**src/rtl/stream_demux_1to2_pkg.sv**
```systemverilog
// Shared definitions for the 1-to-2 packet stream demultiplexer:
// FSM state encoding and default data/counter widths.
package stream_demux_1to2_pkg;

  localparam int DEF_WIDTH = 8;
  localparam int DEF_CNT_W = 8;

  typedef enum logic [1:0] {
    IDLE    = 2'd0,
    ROUTE_A = 2'd1,
    ROUTE_B = 2'd2
  } state_t;

endpackage

```
**src/rtl/stream_demux_1to2_if.sv**
```systemverilog
// Bundles the input stream, both output streams and the per-output packet
// counters; the demux takes the slave view, its driver the master view.
interface stream_demux_1to2_if #(
  parameter int WIDTH = stream_demux_1to2_pkg::DEF_WIDTH,
  parameter int CNT_W = stream_demux_1to2_pkg::DEF_CNT_W
);
  logic [WIDTH-1:0] IN_DATA;
  logic             IN_VALID;
  logic             IN_LAST;
  logic             S;
  logic             IN_READY;
  logic [WIDTH-1:0] DATA_A;
  logic [WIDTH-1:0] DATA_B;
  logic             VALID_A;
  logic             VALID_B;
  logic             LAST_A;
  logic             LAST_B;
  logic             READY_A;
  logic             READY_B;
  logic [CNT_W-1:0] PKT_CNT_A;
  logic [CNT_W-1:0] PKT_CNT_B;

  modport slave (
    input  IN_DATA, IN_VALID, IN_LAST, S, READY_A, READY_B,
    output IN_READY, DATA_A, DATA_B, VALID_A, VALID_B, LAST_A, LAST_B,
           PKT_CNT_A, PKT_CNT_B
  );

  modport master (
    output IN_DATA, IN_VALID, IN_LAST, S, READY_A, READY_B,
    input  IN_READY, DATA_A, DATA_B, VALID_A, VALID_B, LAST_A, LAST_B,
           PKT_CNT_A, PKT_CNT_B
  );
endinterface

```
**src/rtl/stream_demux_1to2_out_slot.sv**
```systemverilog
// One-entry output register slice: loads a {last,data} word, holds it until
// the consumer takes it, and can reload in the same cycle it drains.
module out_slot #(
  parameter int W = 9
) (
  input  logic         i_clk,
  input  logic         i_rst,
  input  logic         i_load,
  input  logic [W-1:0] i_data,
  input  logic         i_ready,
  output logic         o_valid,
  output logic [W-1:0] o_data,
  output logic         o_free
);
  logic         r_valid;
  logic [W-1:0] r_data;

  always_ff @(posedge i_clk or posedge i_rst) begin
    if (i_rst) begin
      r_valid <= 1'b0;
      r_data  <= '0;
    end else if (i_load) begin
      r_valid <= 1'b1;
      r_data  <= i_data;
    end else if (r_valid && i_ready) begin
      r_valid <= 1'b0;
    end
  end

  assign o_valid = r_valid;
  assign o_data  = r_data;
  // Free when empty or being drained this cycle, so back-to-back loads never bubble.
  assign o_free  = !r_valid || i_ready;
endmodule

```
**src/rtl/stream_demux_1to2.sv**
```systemverilog
// Packet-locked 1-to-2 stream demultiplexer: the first beat's select picks
// the output, the rest of the packet follows it, and completed packets are counted.
module stream_demux_1to2
  import stream_demux_1to2_pkg::*;
#(
  parameter int WIDTH = DEF_WIDTH,
  parameter int CNT_W = DEF_CNT_W
) (
  input logic           CLK,
  input logic           RST,
  stream_demux_1to2_if.slave bus
);
  state_t         r_state;
  logic           w_target_b;
  logic           w_in_ready;
  logic           w_accept;
  logic [1:0]     w_load;
  logic [1:0]     w_free;
  logic [1:0]     w_valid;
  logic [1:0]     w_rdy;
  logic [WIDTH:0] w_din;
  logic [WIDTH:0] w_dout [2];

  // Select is only honoured on a packet's first beat.
  assign w_target_b = (r_state == IDLE) ? bus.S : (r_state == ROUTE_B);
  assign w_in_ready = !RST && (w_target_b ? w_free[1] : w_free[0]);
  assign w_accept   = bus.IN_VALID && w_in_ready;
  assign w_load     = {w_accept && w_target_b, w_accept && !w_target_b};
  assign w_rdy      = {bus.READY_B, bus.READY_A};
  assign w_din      = {bus.IN_LAST, bus.IN_DATA};

  always_ff @(posedge CLK or posedge RST) begin
    if (RST) begin
      r_state <= IDLE;
    end else if (w_accept) begin
      if (bus.IN_LAST)
        r_state <= IDLE;
      else
        r_state <= w_target_b ? ROUTE_B : ROUTE_A;
    end
  end

  generate
    for (genvar gi = 0; gi < 2; gi++) begin : g_out
      logic [CNT_W-1:0] r_cnt;

      out_slot #(.W(WIDTH + 1)) u_slot (
        .i_clk   (CLK),
        .i_rst   (RST),
        .i_load  (w_load[gi]),
        .i_data  (w_din),
        .i_ready (w_rdy[gi]),
        .o_valid (w_valid[gi]),
        .o_data  (w_dout[gi]),
        .o_free  (w_free[gi])
      );

      always_ff @(posedge CLK or posedge RST) begin
        if (RST)
          r_cnt <= '0;
        else if (w_load[gi] && bus.IN_LAST)
          r_cnt <= r_cnt + 1'b1;
      end
    end
  endgenerate

  assign bus.IN_READY  = w_in_ready;
  assign bus.VALID_A   = w_valid[0];
  assign bus.VALID_B   = w_valid[1];
  assign bus.DATA_A    = w_dout[0][WIDTH-1:0];
  assign bus.DATA_B    = w_dout[1][WIDTH-1:0];
  assign bus.LAST_A    = w_dout[0][WIDTH];
  assign bus.LAST_B    = w_dout[1][WIDTH];
  assign bus.PKT_CNT_A = g_out[0].r_cnt;
  assign bus.PKT_CNT_B = g_out[1].r_cnt;
endmodule
```
**src/flat_wrapper.sv**
```systemverilog
// flat-port wrapper written by rule: the top's interface ports become plain ports
module stream_demux_1to2_flat import stream_demux_1to2_pkg::*;
#(
  parameter int WIDTH = DEF_WIDTH,
  parameter int CNT_W = DEF_CNT_W
)
  (CLK, RST, bus_IN_DATA, bus_IN_VALID, bus_IN_LAST, bus_S, bus_READY_A, bus_READY_B, bus_IN_READY, bus_DATA_A, bus_DATA_B, bus_VALID_A, bus_VALID_B, bus_LAST_A, bus_LAST_B, bus_PKT_CNT_A, bus_PKT_CNT_B);
  stream_demux_1to2_if #(.WIDTH(WIDTH), .CNT_W(CNT_W)) bus_i ();
  input logic CLK;
  input logic RST;
  input wire logic [$bits(bus_i.IN_DATA)-1:0] bus_IN_DATA;
  input wire logic [$bits(bus_i.IN_VALID)-1:0] bus_IN_VALID;
  input wire logic [$bits(bus_i.IN_LAST)-1:0] bus_IN_LAST;
  input wire logic [$bits(bus_i.S)-1:0] bus_S;
  input wire logic [$bits(bus_i.READY_A)-1:0] bus_READY_A;
  input wire logic [$bits(bus_i.READY_B)-1:0] bus_READY_B;
  output wire logic [$bits(bus_i.IN_READY)-1:0] bus_IN_READY;
  output wire logic [$bits(bus_i.DATA_A)-1:0] bus_DATA_A;
  output wire logic [$bits(bus_i.DATA_B)-1:0] bus_DATA_B;
  output wire logic [$bits(bus_i.VALID_A)-1:0] bus_VALID_A;
  output wire logic [$bits(bus_i.VALID_B)-1:0] bus_VALID_B;
  output wire logic [$bits(bus_i.LAST_A)-1:0] bus_LAST_A;
  output wire logic [$bits(bus_i.LAST_B)-1:0] bus_LAST_B;
  output wire logic [$bits(bus_i.PKT_CNT_A)-1:0] bus_PKT_CNT_A;
  output wire logic [$bits(bus_i.PKT_CNT_B)-1:0] bus_PKT_CNT_B;
  assign bus_i.IN_DATA = bus_IN_DATA;
  assign bus_i.IN_VALID = bus_IN_VALID;
  assign bus_i.IN_LAST = bus_IN_LAST;
  assign bus_i.S = bus_S;
  assign bus_i.READY_A = bus_READY_A;
  assign bus_i.READY_B = bus_READY_B;
  assign bus_IN_READY = bus_i.IN_READY;
  assign bus_DATA_A = bus_i.DATA_A;
  assign bus_DATA_B = bus_i.DATA_B;
  assign bus_VALID_A = bus_i.VALID_A;
  assign bus_VALID_B = bus_i.VALID_B;
  assign bus_LAST_A = bus_i.LAST_A;
  assign bus_LAST_B = bus_i.LAST_B;
  assign bus_PKT_CNT_A = bus_i.PKT_CNT_A;
  assign bus_PKT_CNT_B = bus_i.PKT_CNT_B;
  stream_demux_1to2 #(.WIDTH(WIDTH), .CNT_W(CNT_W)) u_core (.CLK(CLK), .RST(RST), .bus(bus_i));
endmodule
```
**config.mk**
```make
export PLATFORM = sky130hd
export DESIGN_NAME = stream_demux_1to2_flat
export DESIGN_NICKNAME = d
export VERILOG_FILES = /design/src/rtl/stream_demux_1to2_pkg.sv /design/src/rtl/stream_demux_1to2_if.sv /design/src/rtl/stream_demux_1to2_out_slot.sv /design/src/rtl/stream_demux_1to2.sv /design/src/flat_wrapper.sv
export SDC_FILE = /design/constraint.sdc
export NUM_CORES = 1
export LEC_CHECK = 0
export BUFFER_PORTS_ARGS = -buffer_cell sky130_fd_sc_hd__clkbuf_2
export CELL_PAD_IN_SITES_DETAIL_PLACEMENT = 0
export CELL_PAD_IN_SITES_GLOBAL_PLACEMENT = 1
export CORE_MARGIN = 3
export CORE_UTILIZATION = 38
export CTS_CLUSTER_DIAMETER = 80
export DETAILED_ROUTE_END_ITERATION = 10
export PLACE_DENSITY = 0.8
export SLEW_MARGIN = 20
export SYNTH_ARGS = -nofsm -noshare
export SYNTH_HDL_FRONTEND = slang
export SYNTH_SLANG_ARGS = --single-unit
```
**constraint.sdc**
```tcl
create_clock -name CLK -period 2.14 [get_ports CLK]
set_clock_uncertainty 0.2 [all_clocks]
set_input_delay 0.428 -clock CLK [delete_from_list [all_inputs] [get_ports CLK]]
set_output_delay 0.428 -clock CLK [all_outputs]
set_load 0.05 [all_outputs]
```
==> impl_metrics.tcl <==
set metrics [dict create \
    num_io_pins 52 \
    die_y_um 71.8 \
    ys_ff_latch 38 \
    async_flop_share 1.00 \
    dr.pass1.iters 2 \
    combPwrFrac 0.449 \
    dp_hpwl_um 2540 \
    fp.coreArea_um2 4090 \
    worstMarginPinSlew_ps 476 \
    preCtsSetupSlack_ps 201 \
    cts_tree "done" \
    fin_util 0.513 \
    cts_resized 1 \
    synth_top_area_cell "dfrtp_1" \
    drc 0 \
    p_seq_frac 0.363 \
    io_buffers 51 \
    end_kind "output pin" \
    fin_crit_ps 2040 \
    grt_remaining_overflow 0 \
    power.internal_mw 1.60 \
    hold_violations 0 \
    maxCapViolCount 0 \
    avgSynthCellArea_um2 11.8 \
    power_switching_mw 1.47 \
    initial_utilization 0.403 \
    p_leak_nw 1.10 \
    insertion_delay_ps 290 \
    cts.clk_slew.worst_paths_ps 80 \
    muxShareOfSynthArea 0.0684 \
    setup_ws_ps 100 \
    grt_pass1_wl_um 5890 \
    synth_compound_area_frac 0.0251 \
    wl_per_cell_um 13.7 \
    maxSlewViolCount 0 \
    crit_path_max_fanout 3 \
    p_total_mw 3.07 \
    synthAdderAreaFrac 0.0152 \
    cts.sinks 38 \
    hold_buffers 0 \
    drive_gt1_frac 0.392 \
    core.rowCount 23 \
    synthCells 140 \
    gp_congestion 0.767 \
    cts_buffer_depth 2 \
    ff2ff_path_depth 5 \
    setup_viol 0 \
    grt_pass1_vias 1258 \
    antennaDiodeCount 0 \
    syn2layout_area_growth_pct 27.4 \
    worstPathArrival_ps 1410 \
    viasPerCell 4.76 \
    dieArea_um2 5160 \
    clockPowerShare 0.188 \
    track_usage 0.150 \
    relSlewSlack 0.683 \
    drt_wl_total_um 3410 \
    grt_max_degree 39 \
    syn-cell-area_um2 1650 \
    hold_class "in2async" \
    htreeDepth 2 \
    required_ps 1510 \
    final_nets 215 \
    crit_type "reg2out" \
    chipWidth_um 71.8 \
    yosys.area_share.xor_xnor 0.0745 \
    cts_root_buf "clkbuf_8" \
    period_share 0.953 \
    synth_commonest_cells "38 x dfrtp_1, 37 x nand2_1, 9 x xor2_1" \
    timing.rr.end "u_core.bus.PKT_CNT_B[1]$_DFFE_PP0P_" \
    r2r_slack_ps 280 \
    synthSimpleGateAreaFrac 0.219 \
    crit_path_start_kind "flip-flop" \
    synth_top_family_by_area "simple AND/OR/NAND/NOR gates" \
    ys.flop_type "dfrtp_1" \
    cts_setup_buffers 0 \
    max_freq_ghz 0.490 \
    setup_tns_ps 0 \
    antenna_found_initial 0 \
    swShare 0.480 \
    synth_most_common_cell "dfrtp_1" \
    cts_buffers 5 \
    synth_edf_count 0 \
    dr_total_vias 1186 \
    yosysWarnings 0 \
    synth_cell_type_count 26 \
    cellPowerDensity_nw_per_um2 1460 \
    ys_top_cells_by_area "dfrtp_1 58%, nand2_1 8.4%, xor2_1 4.8%" \
    drtIter0Drc 34 \
    yosysTopAreaCellShare 0.578 \
    rsz0062_at_grt "no" \
    ir_worst_vdd_v 0.000769 \
    status "complete, no violations" \
    ys_seq_area_frac 0.578 \
    r2r-start "u_core.r_state[0]$_DFFE_PP0N_" \
    ant_nets 0 \
    syn_nets 157 \
]
-- cell type report --
cell class | instances | area, um2
multi-input combinational | 96 | 674
clock buffer | 8 | 110
timing repair buffer | 55 | 292
sequential | 38 | 951
inverter | 2 | 7.51
tap | 50 | 62.6
fill | 390 | 1990
-- placed cells by master (no fill, tap or decap) --
cell type,instances
and3_1,1
mux2_1,5
nor3_1,4
clkbuf_8,8
buf_6,1
nand3_1,5
clkbuf_2,50
nand2_1,37
a211oi_4,1
nand4_1,2
nand2b_1,3
xor2_1,9
o21bai_4,1
and2b_2,1
nor3b_2,1
nand3_4,1
nor2_1,4
dfrtp_1,38
nand4_4,1
xnor2_1,5
inv_1,2
ha_1,2
mux2_2,5
o21ai_0,3
nand3b_4,1
nor2b_1,1
nor4_2,3
buf_4,4
-- routing by layer --
| layer | GRT usage | up-vias | share of wire |
|---|---|---|---|
| li1 | - | 579 | - |
| met1 | 0.187 | 568 | 0.43 |
| met2 | 0.239 | 31 | 0.49 |
| met3 | 0.0365 | 8 | 0.052 |
| met4 | 0.0835 | 0 | 0.025 |
| met5 | 0 | - | 0 |
-- how the worst max path moves through the flow --
stage | start | to | slack [ps]
2_1_floorplan | u_core.g_out[1].u_slot.o_valid$_DFFE_PP0P_ | bus_IN_READY | 110
3_3_place_gp | bus_READY_B | bus_IN_READY | 200
3_5_place_dp | bus_READY_B | bus_IN_READY | 200
4_1_cts | u_core.r_state[1]$_DFFE_PP0N_ | bus_IN_READY | 30
5_1_grt | u_core.r_state[1]$_DFFE_PP0N_ | bus_IN_READY | 20
6_report | u_core.r_state[1]$_DFFE_PP0N_ | bus_IN_READY | 100
-- cell families (layout without fill, tap and decap cells) --
family,count (synthesis),after routing
mux,10,10
buf+inv,6,65
flops,38,38
compound gates,5,5
fa+ha+maj,2,2
xor+xnor,14,14
simple gates,65,65
-- through the flow --
step	hold slack, ps	std cells	cell area (um2)
detailed placement	258	241	1980
floorplan	275	140	1660
global placement	258	241	1980
CTS	85.0	249	2090
global route	122	249	2100
finish	72.5	249	2100
-- critical path: stages (launching register included) --
cell      delay [ps]
dfrtp_1          410
o21bai_4         200
nor2_1           100
a211oi_4         220
buf_6            180
-- registers in the layout, summed over array words and instances (netlist names) --
name and count:
u_core.bus.PKT_CNT_B 8, u_core.r_state 2, u_core.bus.PKT_CNT_A 8, u_core.g_out.u_slot.o_valid 2
u_core.g_out.u_slot.o_data 18
-- power by group through the flow --
| stage | combinational [mW] | clock, mW | sequential (mW) |
|---|---|---|---|
| 2_1_floorplan | 0.310 | 0 | 1.86 |
| 3_3_place_gp | 1.37 | 0 | 1.12 |
| 3_5_place_dp | 1.40 | 0 | 1.13 |
| 4_1_cts | 1.40 | 0.600 | 1.12 |
| 5_1_grt | 1.46 | 0.612 | 1.15 |
| 6_report | 1.38 | 0.577 | 1.11 |
(Power assumes the default switching activity.)
